`src/rtl/cap_err_scoreboard.sv`:
```
`default_nettype none
// ============================================================================
// Module      : cap_err_scoreboard
// Description : Checks that every fault forced by the CHERI load/store
//               capability error injector is answered by a matching trap
//               within TIMEOUT cycles. Counts injected, detected and missed
//               faults and keeps a sticky failure flag.
//               Optional feature macro: CAP_ERR_SCOREBOARD_TVAL_EN
//               (when defined, cause-28 traps must also carry the expected
//               CHERI cause code in mtval[4:0]).
// Revision    : 1.0 - initial release
// ============================================================================
module cap_err_scoreboard #(
    parameter int TIMEOUT = 64,
    parameter int CNT_W   = 16
) (
    input  logic             clk,
    input  logic             rst,
    input  logic             err_enable,
    input  logic             err_active,
    input  logic             err_failed,
    input  logic             exp_cause_vld,
    input  logic [4:0]       exp_cause,
    input  logic             exc_valid,
    input  logic [5:0]       exc_mcause,
    input  logic [31:0]      exc_mtval,
    output logic [1:0]       chk_state,
    output logic [CNT_W-1:0] inj_cnt,
    output logic [CNT_W-1:0] det_cnt,
    output logic [CNT_W-1:0] miss_cnt,
    output logic             mismatch_pulse,
    output logic             chk_fail
);

    localparam int         TIMER_W  = $clog2(TIMEOUT);
    localparam logic [1:0] S_IDLE   = 2'd0;
    localparam logic [1:0] S_ARMED  = 2'd1;
    localparam logic [1:0] S_REPORT = 2'd2;

    localparam logic [5:0] MCAUSE_CHERI    = 6'd28;
    localparam logic [5:0] MCAUSE_LD_ALIGN = 6'd4;
    localparam logic [5:0] MCAUSE_ST_ALIGN = 6'd6;

    logic [1:0]         state_q, state_d;
    logic [TIMER_W-1:0] timer_q, timer_d;
    logic               err_active_q;
    logic               cause_vld_q, cause_vld_d;
    logic [CNT_W-1:0]   inj_cnt_q, inj_cnt_d;
    logic [CNT_W-1:0]   det_cnt_q, det_cnt_d;
    logic [CNT_W-1:0]   miss_cnt_q, miss_cnt_d;
    logic               pulse_q, pulse_d;
    logic               fail_q, fail_d;

    logic w_rise;
    logic w_armed;
    logic w_code_ok;
    logic w_cause_ok;
    logic w_hit;
    logic w_miss;
    logic w_unused_bits;

    function automatic logic [CNT_W-1:0] sat_inc(input logic [CNT_W-1:0] v);
        return (&v) ? v : v + CNT_W'(1);
    endfunction

`ifdef CAP_ERR_SCOREBOARD_TVAL_EN
    logic [4:0] cause_q, cause_d;

    // Latch the expected CHERI cause code when an injection is armed
    always_ff @(posedge clk) begin
        if (rst) begin
            cause_q <= 5'd0;
        end else begin
            cause_q <= cause_d;
        end
    end

    assign cause_d       = (state_q == S_IDLE && err_enable && w_rise) ? exp_cause : cause_q;
    // An unknown expected code (vld=0) accepts any CHERI trap
    assign w_code_ok     = ~cause_vld_q | (exc_mtval[4:0] == cause_q);
    assign w_unused_bits = ^exc_mtval[31:5];
`else
    assign w_code_ok     = 1'b1;
    assign w_unused_bits = ^{exc_mtval, exp_cause};
`endif

    // Alignment traps only count when the injection carried no CHERI code
    assign w_rise     = err_active & ~err_active_q;
    assign w_cause_ok = ((exc_mcause == MCAUSE_CHERI) & w_code_ok) |
                        (((exc_mcause == MCAUSE_LD_ALIGN) | (exc_mcause == MCAUSE_ST_ALIGN)) & ~cause_vld_q);

    // Event decode for the ARMED state; err_failed outranks any trap, and
    // a disabled injector suppresses every outcome
    assign w_armed = (state_q == S_ARMED) & err_enable;
    assign w_hit   = w_armed & ~err_failed & exc_valid & w_cause_ok;
    assign w_miss  = w_armed & (err_failed |
                                (exc_valid & ~w_cause_ok) |
                                (~exc_valid & (timer_q == TIMER_W'(TIMEOUT - 1))));

    // State, timer, counter and flag registers
    always_ff @(posedge clk) begin
        if (rst) begin
            state_q      <= S_IDLE;
            timer_q      <= '0;
            err_active_q <= 1'b0;
            cause_vld_q  <= 1'b0;
            inj_cnt_q    <= '0;
            det_cnt_q    <= '0;
            miss_cnt_q   <= '0;
            pulse_q      <= 1'b0;
            fail_q       <= 1'b0;
        end else begin
            state_q      <= state_d;
            timer_q      <= timer_d;
            err_active_q <= err_active;
            cause_vld_q  <= cause_vld_d;
            inj_cnt_q    <= inj_cnt_d;
            det_cnt_q    <= det_cnt_d;
            miss_cnt_q   <= miss_cnt_d;
            pulse_q      <= pulse_d;
            fail_q       <= fail_d;
        end
    end

    // Next-state logic
    always_comb begin
        state_d = state_q;
        if (!err_enable) begin
            state_d = S_IDLE;
        end else begin
            case (state_q)
                S_IDLE:   if (w_rise)          state_d = S_ARMED;
                S_ARMED:  if (w_hit || w_miss) state_d = S_REPORT;
                S_REPORT: if (!err_active)     state_d = S_IDLE;
                default:                       state_d = S_IDLE;
            endcase
        end
    end

    // Timer, counters and report flags for the next cycle
    always_comb begin
        timer_d     = timer_q;
        cause_vld_d = cause_vld_q;
        inj_cnt_d   = inj_cnt_q;
        det_cnt_d   = det_cnt_q;
        miss_cnt_d  = miss_cnt_q;
        pulse_d     = 1'b0;
        fail_d      = fail_q;
        if (state_q == S_IDLE && err_enable && w_rise) begin
            inj_cnt_d   = sat_inc(inj_cnt_q);
            cause_vld_d = exp_cause_vld;
            timer_d     = '0;
        end
        if (w_armed) begin
            timer_d = timer_q + TIMER_W'(1);
        end
        if (w_hit) begin
            det_cnt_d = sat_inc(det_cnt_q);
        end
        if (w_miss) begin
            miss_cnt_d = sat_inc(miss_cnt_q);
            pulse_d    = 1'b1;
            fail_d     = 1'b1;
        end
    end

    assign chk_state      = state_q;
    assign inj_cnt        = inj_cnt_q;
    assign det_cnt        = det_cnt_q;
    assign miss_cnt       = miss_cnt_q;
    assign mismatch_pulse = pulse_q;
    assign chk_fail       = fail_q;

endmodule
`default_nettype wire

```
`config.mk`:
```
export PLATFORM = sky130hd
export DESIGN_NAME = cap_err_scoreboard
export DESIGN_NICKNAME = d
export VERILOG_FILES = /design/src/rtl/cap_err_scoreboard.sv
export SDC_FILE = /design/constraint.sdc
export NUM_CORES = 1
export LEC_CHECK = 0
export CAP_MARGIN = 25
export CELL_PAD_IN_SITES_DETAIL_PLACEMENT = 0
export CELL_PAD_IN_SITES_GLOBAL_PLACEMENT = 2
export CORE_MARGIN = 4
export CORE_UTILIZATION = 26
export CTS_CLUSTER_SIZE = 24
export DETAILED_ROUTE_END_ITERATION = 16
export GPL_TIMING_DRIVEN = 0
export PLACE_DENSITY = 0.79
export SETUP_SLACK_MARGIN = 0.2
export SYNTH_ARGS = -nofsm -noshare
export SYNTH_HDL_FRONTEND = slang
export SYNTH_SLANG_ARGS = --single-unit
```
`constraint.sdc`:
```
create_clock -name clk -period 2.18 [get_ports clk]
set_input_delay 0.218 -clock clk [delete_from_list [all_inputs] [get_ports clk]]
set_output_delay 0.218 -clock clk [all_outputs]
set_load 0.02 [all_outputs]
```
## Word-level counts from Yosys, hierarchy flattened

Index checks and enable logic that the tools add are counted.

| word-level totals | value |
|---|---|
| register bits after elaboration | 60 |
| input bits | 50 |
| output and inout bits | 52 |

| cells by class | value |
|---|---|
| add/sub/neg operators | 4 |
| equality and inequality tests | 9 |
| multiplexer cells | 7 |
| bitwise gates (word level) | 22 |
| reductions and logical operators | 13 |

Operators with widths:

| operator | number |
|---|---|
| adder 16 x 1 -> 16 bit, second input constant | 3 |
| AND reduction 16 bit | 3 |
| == test 6 x 3 -> 1 bit, second input constant | 2 |
| two-way mux 6 bit | 2 |
| bitwise AND 1 bit | 9 |
| inverter 1 bit | 9 |
| adder 6 x 1 -> 6 bit, second input constant | 1 |
| == test 6 x 5 -> 1 bit, second input constant | 1 |
| == test 6 bit, second input constant | 1 |
| two-way mux 2 bit | 3 |
| one-hot mux 2 bit (3 select lines) | 1 |
| AND reduction 2 bit | 3 |
| != test 2 bit, second input constant | 2 |
| OR 1 bit | 4 |
| AND reduction 3 bit | 1 |
| == test 2 x 1 -> 1 bit, second input constant | 1 |
| == test 2 bit, second input constant | 1 |
| logical AND 1 bit | 2 |
| zero test 2 bit | 1 |
| != test 2 x 1 -> 1 bit, second input constant | 1 |
| nonzero test 2 bit | 1 |
| OR reduction 2 bit | 1 |
| logical OR 1 bit | 1 |
| two-way mux 1 bit | 1 |

## Logic depth before layout (Yosys ltp)

Gate-level depths: netlist of the first run.

| depth | value |
|---|---|
| word-level depth | 12 |
| gate-level depth with buffers | 8 |

## Worst setup path after synthesis of the first run

Ideal clock, no wire load.

| timing | value |
|---|---|
| kind | register -> register |
| start | register timer_q[0] |
| end | register miss_cnt_q[15] (netlist: miss_cnt[15]) |
| library setup time | 115 ps |
| arrival time | 1721 ps |
| slack | 345 ps |
| stages on the path, launching flop included | 9 |
| path through | dfxtp_1 -> ha_1 -> and3_1 -> a41o_1 -> a22oi_2 -> buf_6 -> buf_6 -> nor4_1 -> o21a_1 |

| on the way | value |
|---|---|
| longest elaborated chain between the ends | 5 |

Ends and longest elaborated chain:

| item | RTL line | RTL |
|---|---|---|
| from (decl) | 45 | `logic [TIMER_W-1:0] timer_q, timer_d;` |
| from (signal assigned) | 114 | `timer_q <= timer_d;` |
| == test 6 bit | 98 | `(~exc_valid & (timer_q == TIMER_W'(TIMEOUT - 1))));` |
| bitwise AND 1 bit | 98 |  |
| OR 1 bit | 97 | `(exc_valid & ~w_cause_ok) \|` |
| bitwise AND 1 bit | 96 | `assign w_miss = w_armed & (err_failed \|` |
| AND reduction 2 bit (no source line) | -- |  |
| to (signal assigned) | 119 | `miss_cnt_q <= miss_cnt_d;` |
| to (decl) | 50 | `logic [CNT_W-1:0] miss_cnt_q, miss_cnt_d;` |

No other way between the ends.
A chain may end at the register's enable or synchronous reset.

## Final worst setup path of the first run

| timing | value |
|---|---|
| start | register timer_q[0] |
| end | register miss_cnt_q[6] (netlist: miss_cnt[6]) |

Same word-level chain as after synthesis.

==> metrics.yaml, run 1 <==
synth-main-ff-cell: "dfxtp_1"
crit_type: "register to register"
power_density_nw_per_um2: 641
ctsHoldBuffers: 0
cts-root-buf: "clkbuf_16"
period_needed_ns: 1.92
nets: 487
synthMuxAreaShare_pct: 1.03
synth_area_um2: 3050
post-route-period-util_pct: 88.2
ys_top_cells_by_area: "dfxtp_1 (39%), xnor2_1 (7.2%), nor2_1 (5.0%), a21oi_1 (3.6%), nand3_1 (3.3%)"
finalSetupViolCount: 0
clkTransAtPathRegs_ns: 0.05
ys_warn_count: 0
synth_fp_nets: 407
fp.coreArea_um2: 11500
slew_headroom_pct: 62.8
rsz0062_at_grt: "yes"
end_kind: "register"
place_ws_ns: -0.195
die_h_um: 116
synth_top_family_by_area: "simple AND/OR/NAND/NOR gates"
initial_core_util_pct: 26.6
drive_above_1_share_pct: 12.6
timing.fmax_mhz: 520
wl_um: 8490
grt_pass1_vias: 2775
ir_drop_v: 0.000383
viasPerCell: 4.98
ios: 102
cts_tree: "done"
hold_violations: 0
num-fill-cells: 1178
htree_levels: 3
synth_common_cells: "dfxtp_1 (60), nor2_1 (41), nand2_1 (25), xnor2_1 (25), a21oi_1 (22)"
wl_per_cell_um: 14.6
hold_class: "input port to register"
drtIter0Drc: 126
clkLatencyLatePin_ns: 0.33
finalWeightedCongestion: 0.760
p_leak_nw: 1.36
worstMarginPinSlew_ns: 0.557
antenna_found_initial: 0
p_total_mw: 2.74
cp.arrival_ns: 2.17
grt_max_degree: 11
synth.most_common_cell: "dfxtp_1"
drc: 0
row_count: 39
synth-async-reset-ratio_pct: 0
synth_top_area_cell: "dfxtp_1"
cts_buffer_depth: 2
critPathMaxFanout: 5
grt_usage_pct: 13.0
outcome: "finished clean"
skew_ns: 0.00654
die_w_um: 116
cts_made_buffers: 9
synth_compound_area_share_pct: 12.6
cap_violations: 0
firstDrtPassIters: 4
maxSlewViolCount: 0
n_antenna_cell: 0
worst_slack_ns: 0.258
syn_to_final_growth_pct: 40.5
ys_ff_latch: 60
clock-sinks: 60
synth_edf_count: 0
synth_simple_gate_area_share_pct: 33.9
synth-adder-area-share_pct: 1.64
synth-xor-area-share_pct: 7.18
yosys.area.top_type_share_pct: 39.4
yosysSeqAreaShare_pct: 39.4
vias: 2895
dp_hpwl_um: 6040
port_buffers: 63
syn_inst: 353
overflow: 0
die-area_um2: 13500
synth.distinct_cells: 51
required_ns: 2.43
start_kind: "register"
drtAntennaViolNets: 0
syn_area_per_cell_um2: 8.64
grt_pass1_wl_um: 13800
## routing by layer
metal	routed length (um)	up-vias	global-route usage [%]
met5	0	-	0
met4	116	0	4.56
met3	443	11	4.20
met2	4090	57	21.6
met1	3830	1367	15.8
li1	-	1460	-
## flip-flops by register name (all words and copies together), names as in the netlist
name            cells
mismatch_pulse      1
miss_cnt           16
chk_fail            1
det_cnt            16
inj_cnt            16
timer_q             6
chk_state           2
cause_vld_q         1
err_active_q        1
## what timing repair did
action / in CTS / in global routing
endpoints found under the setup margin: 20 / 32
resized for setup: 3 / 13
buffers inserted: 1 / 5
pin swaps: 1 / 4
cloned: 0 / 0
## final cells by class
class	instances	area (um^2)	area share [%]
clock buffer	13	280	6.54
buffer	17	106	2.48
multi-input combinational	268	1760	41.2
inverter	8	30.0	0.701
tap	143	179	4.18
timing repair buffer	69	676	15.8
sequential	60	1210	28.2
clock inverter	3	42.5	0.993
## cell families (layout without fill, tap and decap cells)
family                     count (synthesis)  count (layout)
and+or+nand+nor                          179             179
DFF                                       60              60
AOI/OAI and AO/OA                         57              57
xor gates and xnor gates                  25              25
buffers and inverters                     25             110
adders and majority gates                  4               4
muxes                                      3               3
## placed cells by master, fill, tap and decap left out, types with 7 or more instances in the layout
| master | instances |
|---|---|
| a21oi_1 | 21 |
| buf_4 | 10 |
| clkbuf_1 | 8 |
| clkbuf_16 | 9 |
| clkdlybuf4s50_1 | 63 |
| dfxtp_1 | 58 |
| inv_1 | 7 |
| nand2_1 | 25 |
| nand3_1 | 20 |
| nand4_1 | 13 |
| nor2_1 | 41 |
| nor3_1 | 12 |
| nor4_1 | 10 |
| o31ai_1 | 8 |
| or4_1 | 9 |
| xnor2_1 | 25 |
## per-stage QoR
stage               setup TNS, ns  hold WS [ns]  utilization (%)  cells  area (um^2)
global placement            -2.30         0.455             33.6    559         3860
floorplan                       0         0.346                -    353         3050
finish                          0         0.264             37.4    581         4280
CTS                             0         0.263             36.6    576         4200
global route                    0         0.302             37.4    581         4280
detailed placement          -2.87         0.450             33.6    559         3860
## path summary, 6_finish.rpt
check | startpoint | end | slack (ns) | depth (start not counted)
worst max register to register | timer_q[0]$_SDFFE_PP0P_ | miss_cnt[6]$_SDFFE_PP0P_ | 0.26 | 7
worst max-delay path | timer_q[0]$_SDFFE_PP0P_ | miss_cnt[6]$_SDFFE_PP0P_ | 0.26 | 7
worst min register to register | chk_fail$_SDFFE_PP0P_ | chk_fail$_SDFFE_PP0P_ | 0.46 | 2
worst min-delay path | rst | err_active_q$_SDFF_PP0_ | 0.26 | 2
## worst max-delay path: stages, from the launching register on
cell and delay [ns]:
dfxtp_4 0.37, ha_4 0.14, and3_4 0.19, a41o_1 0.21, a22oi_2 0.11, buf_4 0.17
or4_1 0.51, a21oi_1 0.15
## where the power goes
part           switching (mW)  leakage, nW  internal (mW)
Combinational          0.0661        0.715         0.0510
Sequential            0.00806        0.485           1.10
Clock                   0.509        0.158           1.01
(Power assumes the default switching activity.)
==> run 2, diff against run 1 <==
--- a/config.mk
+++ b/config.mk
@@ -8,6 +8,7 @@
 export CAP_MARGIN = 25
 export CELL_PAD_IN_SITES_DETAIL_PLACEMENT = 0
 export CELL_PAD_IN_SITES_GLOBAL_PLACEMENT = 2
+export CORE_ASPECT_RATIO = 0.9
 export CORE_MARGIN = 4
 export CORE_UTILIZATION = 26
 export CTS_CLUSTER_SIZE = 24
==> run 2 against run 1 <==
Compared with the run above:
- worst hold slack gained 0.022 ns
- sequential share of layout area is essentially flat
- cell area grew 0.18%
- die area is essentially flat
- utilization grew 0.17 points
- combinational power is essentially flat
- largest cell class unchanged
==> metrics.yaml, run 2 (synthesis results as in run 1) <==
vias: 2860  # -1.2%
die_w_um: 122  # +5.0%
period_needed_ns: 1.93  # +0.00993 ns
start_kind: "register"
dr.max_layer_used: "met4"
power_density_nw_per_um2: 646  # +0.92%
finalSetupTns_ns: 0  # unchanged
nets: 485  # -0.41%
crit_path_top_delay_cell: "or4_1"
post-route-period-util_pct: 88.6  # +0.46 points
final_cell_mix: "clkdlybuf4s50_1 (63), dfxtp_1 (57), nor2_1 (41)"
finalWeightedCongestion: 0.755  # -0.63%
firstDrtPassIters: 4  # unchanged
fp.coreArea_um2: 11400  # -0.28%
timing.fmax_mhz: 518  # -0.51%
cts-root-buf: "clkbuf_16"
met3_wirelength_um: 297  # -33%
slowest_delay_ns: 0.53  # +0.02 ns
outcome: "finished clean"
clkLatencyLatePin_ns: 0.33  # about the same
clock-sinks: 60  # unchanged
ctsHoldBuffers: 0  # unchanged
m1WireLength_um: 4100  # +7.1%
ios: 102  # unchanged
wl_per_cell_um: 14.4  # -1.3%
die_h_um: 111  # -4.8%
overflow: 0  # unchanged
cap_violations: 0  # unchanged
grt_pass1_wl_um: 14200  # +2.5%
worst_slack_ns: 0.248  # -0.00993 ns
syn_to_final_growth_pct: 40.7
layout_commonest_cell: "clkdlybuf4s50_1"
post_dp_cell_area_um2: 3870  # +0.42%
r2r_slack_ns: 0.25  # about the same
drive_above_1_share_pct: 12.4  # -0.17 points
cts_buffer_depth: 2  # unchanged
dp_hpwl_um: 6050  # +0.24%
die-area_um2: 13500  # about the same
row_count: 37  # -5.1%
finalSetupViolCount: 0  # unchanged
htree_levels: 3  # unchanged
maxSlewViolCount: 0  # unchanged
required_ns: 2.44  # about the same
grt_pass1_vias: 2803  # +1.0%
cp.arrival_ns: 2.19  # +0.02 ns
crit_type: "register to register"
cts_made_buffers: 9  # unchanged
antenna_found_initial: 0  # unchanged
hold_class: "input port to register"
viasPerCell: 4.83  # -3.0%
place_ws_ns: -0.198  # -0.00238 ns
drc: 0  # unchanged
hold_violations: 0  # unchanged
utilization_pct: 37.5  # +0.17 points
path_cells: "ha_4 > and3_4 > a41o_1 > a22oi_2 > buf_4 > or4_1 > a21oi_2"
grt_usage_pct: 13.0  # +0.030 points
cts_tree: "done"
worstMarginPinSlew_ns: 0.549  # -0.00820 ns
placed_cells: 572  # +2.3%
n_antenna_cell: 0  # unchanged
critPathMaxFanout: 5  # unchanged
drtAntennaViolNets: 0  # unchanged
stdcell_count: 592  # +1.9%
grt_max_degree: 11  # unchanged
skew_ns: 0.00924  # +0.00270 ns
wl_um: 8530  # +0.52%
p_leak_nw: 1.35  # -0.64%
rsz0062_at_grt: "yes"
clkTransAtPathRegs_ns: 0.06  # about the same
finalInstanceArea_um2: 4290  # +0.18%
initial_core_util_pct: 26.7  # +0.076 points
wl_met2_um: 4040  # -1.4%
drtIter0Drc: 139  # +10%
port_buffers: 63  # unchanged
ir_drop_v: 0.000389  # +1.6%
end_kind: "register"
slew_headroom_pct: 63.4  # +0.55 points
-- run 2: path summary, 6_finish.rpt --
path / cells after the start / startpoint / endpoint
max: 7 / timer_q[0]$_SDFFE_PP0P_ / miss_cnt[6]$_SDFFE_PP0P_
min: 2 / rst / err_active_q$_SDFF_PP0_
max reg2reg: 7 / timer_q[0]$_SDFFE_PP0P_ / miss_cnt[6]$_SDFFE_PP0P_
min reg2reg: 2 / cause_vld_q$_SDFFE_PP0P_ / cause_vld_q$_SDFFE_PP0P_
-- run 2: cell type report --
| class | count | area [um^2] |
|---|---|---|
| Fill cell | 1194 | 7140 |
| Multi-Input combinational cell | 268 | 1770 |
| Sequential cell | 60 | 1210 |
| Timing Repair Buffer | 67 | 661 |
| Clock buffer | 12 | 246 |
| Tap cell | 156 | 195 |
| Buffer | 17 | 108 |
| Clock inverter | 4 | 72.6 |
| Inverter | 8 | 30.0 |
-- run 2: layer usage --
metal	GRT usage, %	vias to the layer above
met5	0	-
met4	3.81	0
met3	3.78	8
met2	20.7	49
met1	17.1	1357
li1	-	1446
-- run 2: where the power goes --
group | switching [mW] | leakage [nW] | internal [mW]
combinational | 0.0663 | 0.711 | 0.0499
clock | 0.516 | 0.153 | 1.03
sequential | 0.00863 | 0.486 | 1.10
total | 0.590 | 1.35 | 2.18
-- run 2: metrics by stage --
step | total power [mW] | hold WS, ns
CTS | 2.81 | 0.292
floorplan | 1.19 | 0.346
global placement | 1.25 | 0.460
global route | 2.87 | 0.357
finish | 2.77 | 0.286
detailed placement | 1.25 | 0.466
-- run 2: what timing repair did --
| action | CTS | global route |
|---|---|---|
| pin swaps | 1 | 5 |
| setup endpoints to repair | 23 | 34 |
| setup buffers | 1 | 3 |
| gates resized for setup | 7 | 14 |
-- run 2: worst max-delay path, delay by kind of cell (launching register included) --
kind,cells,cell delay (ns)
AOI/OAI and AO/OA,3,0.47
adders and majority gates,1,0.14
buffers and inverters,1,0.17
DFF,1,0.37
and+or+nand+nor,2,0.72
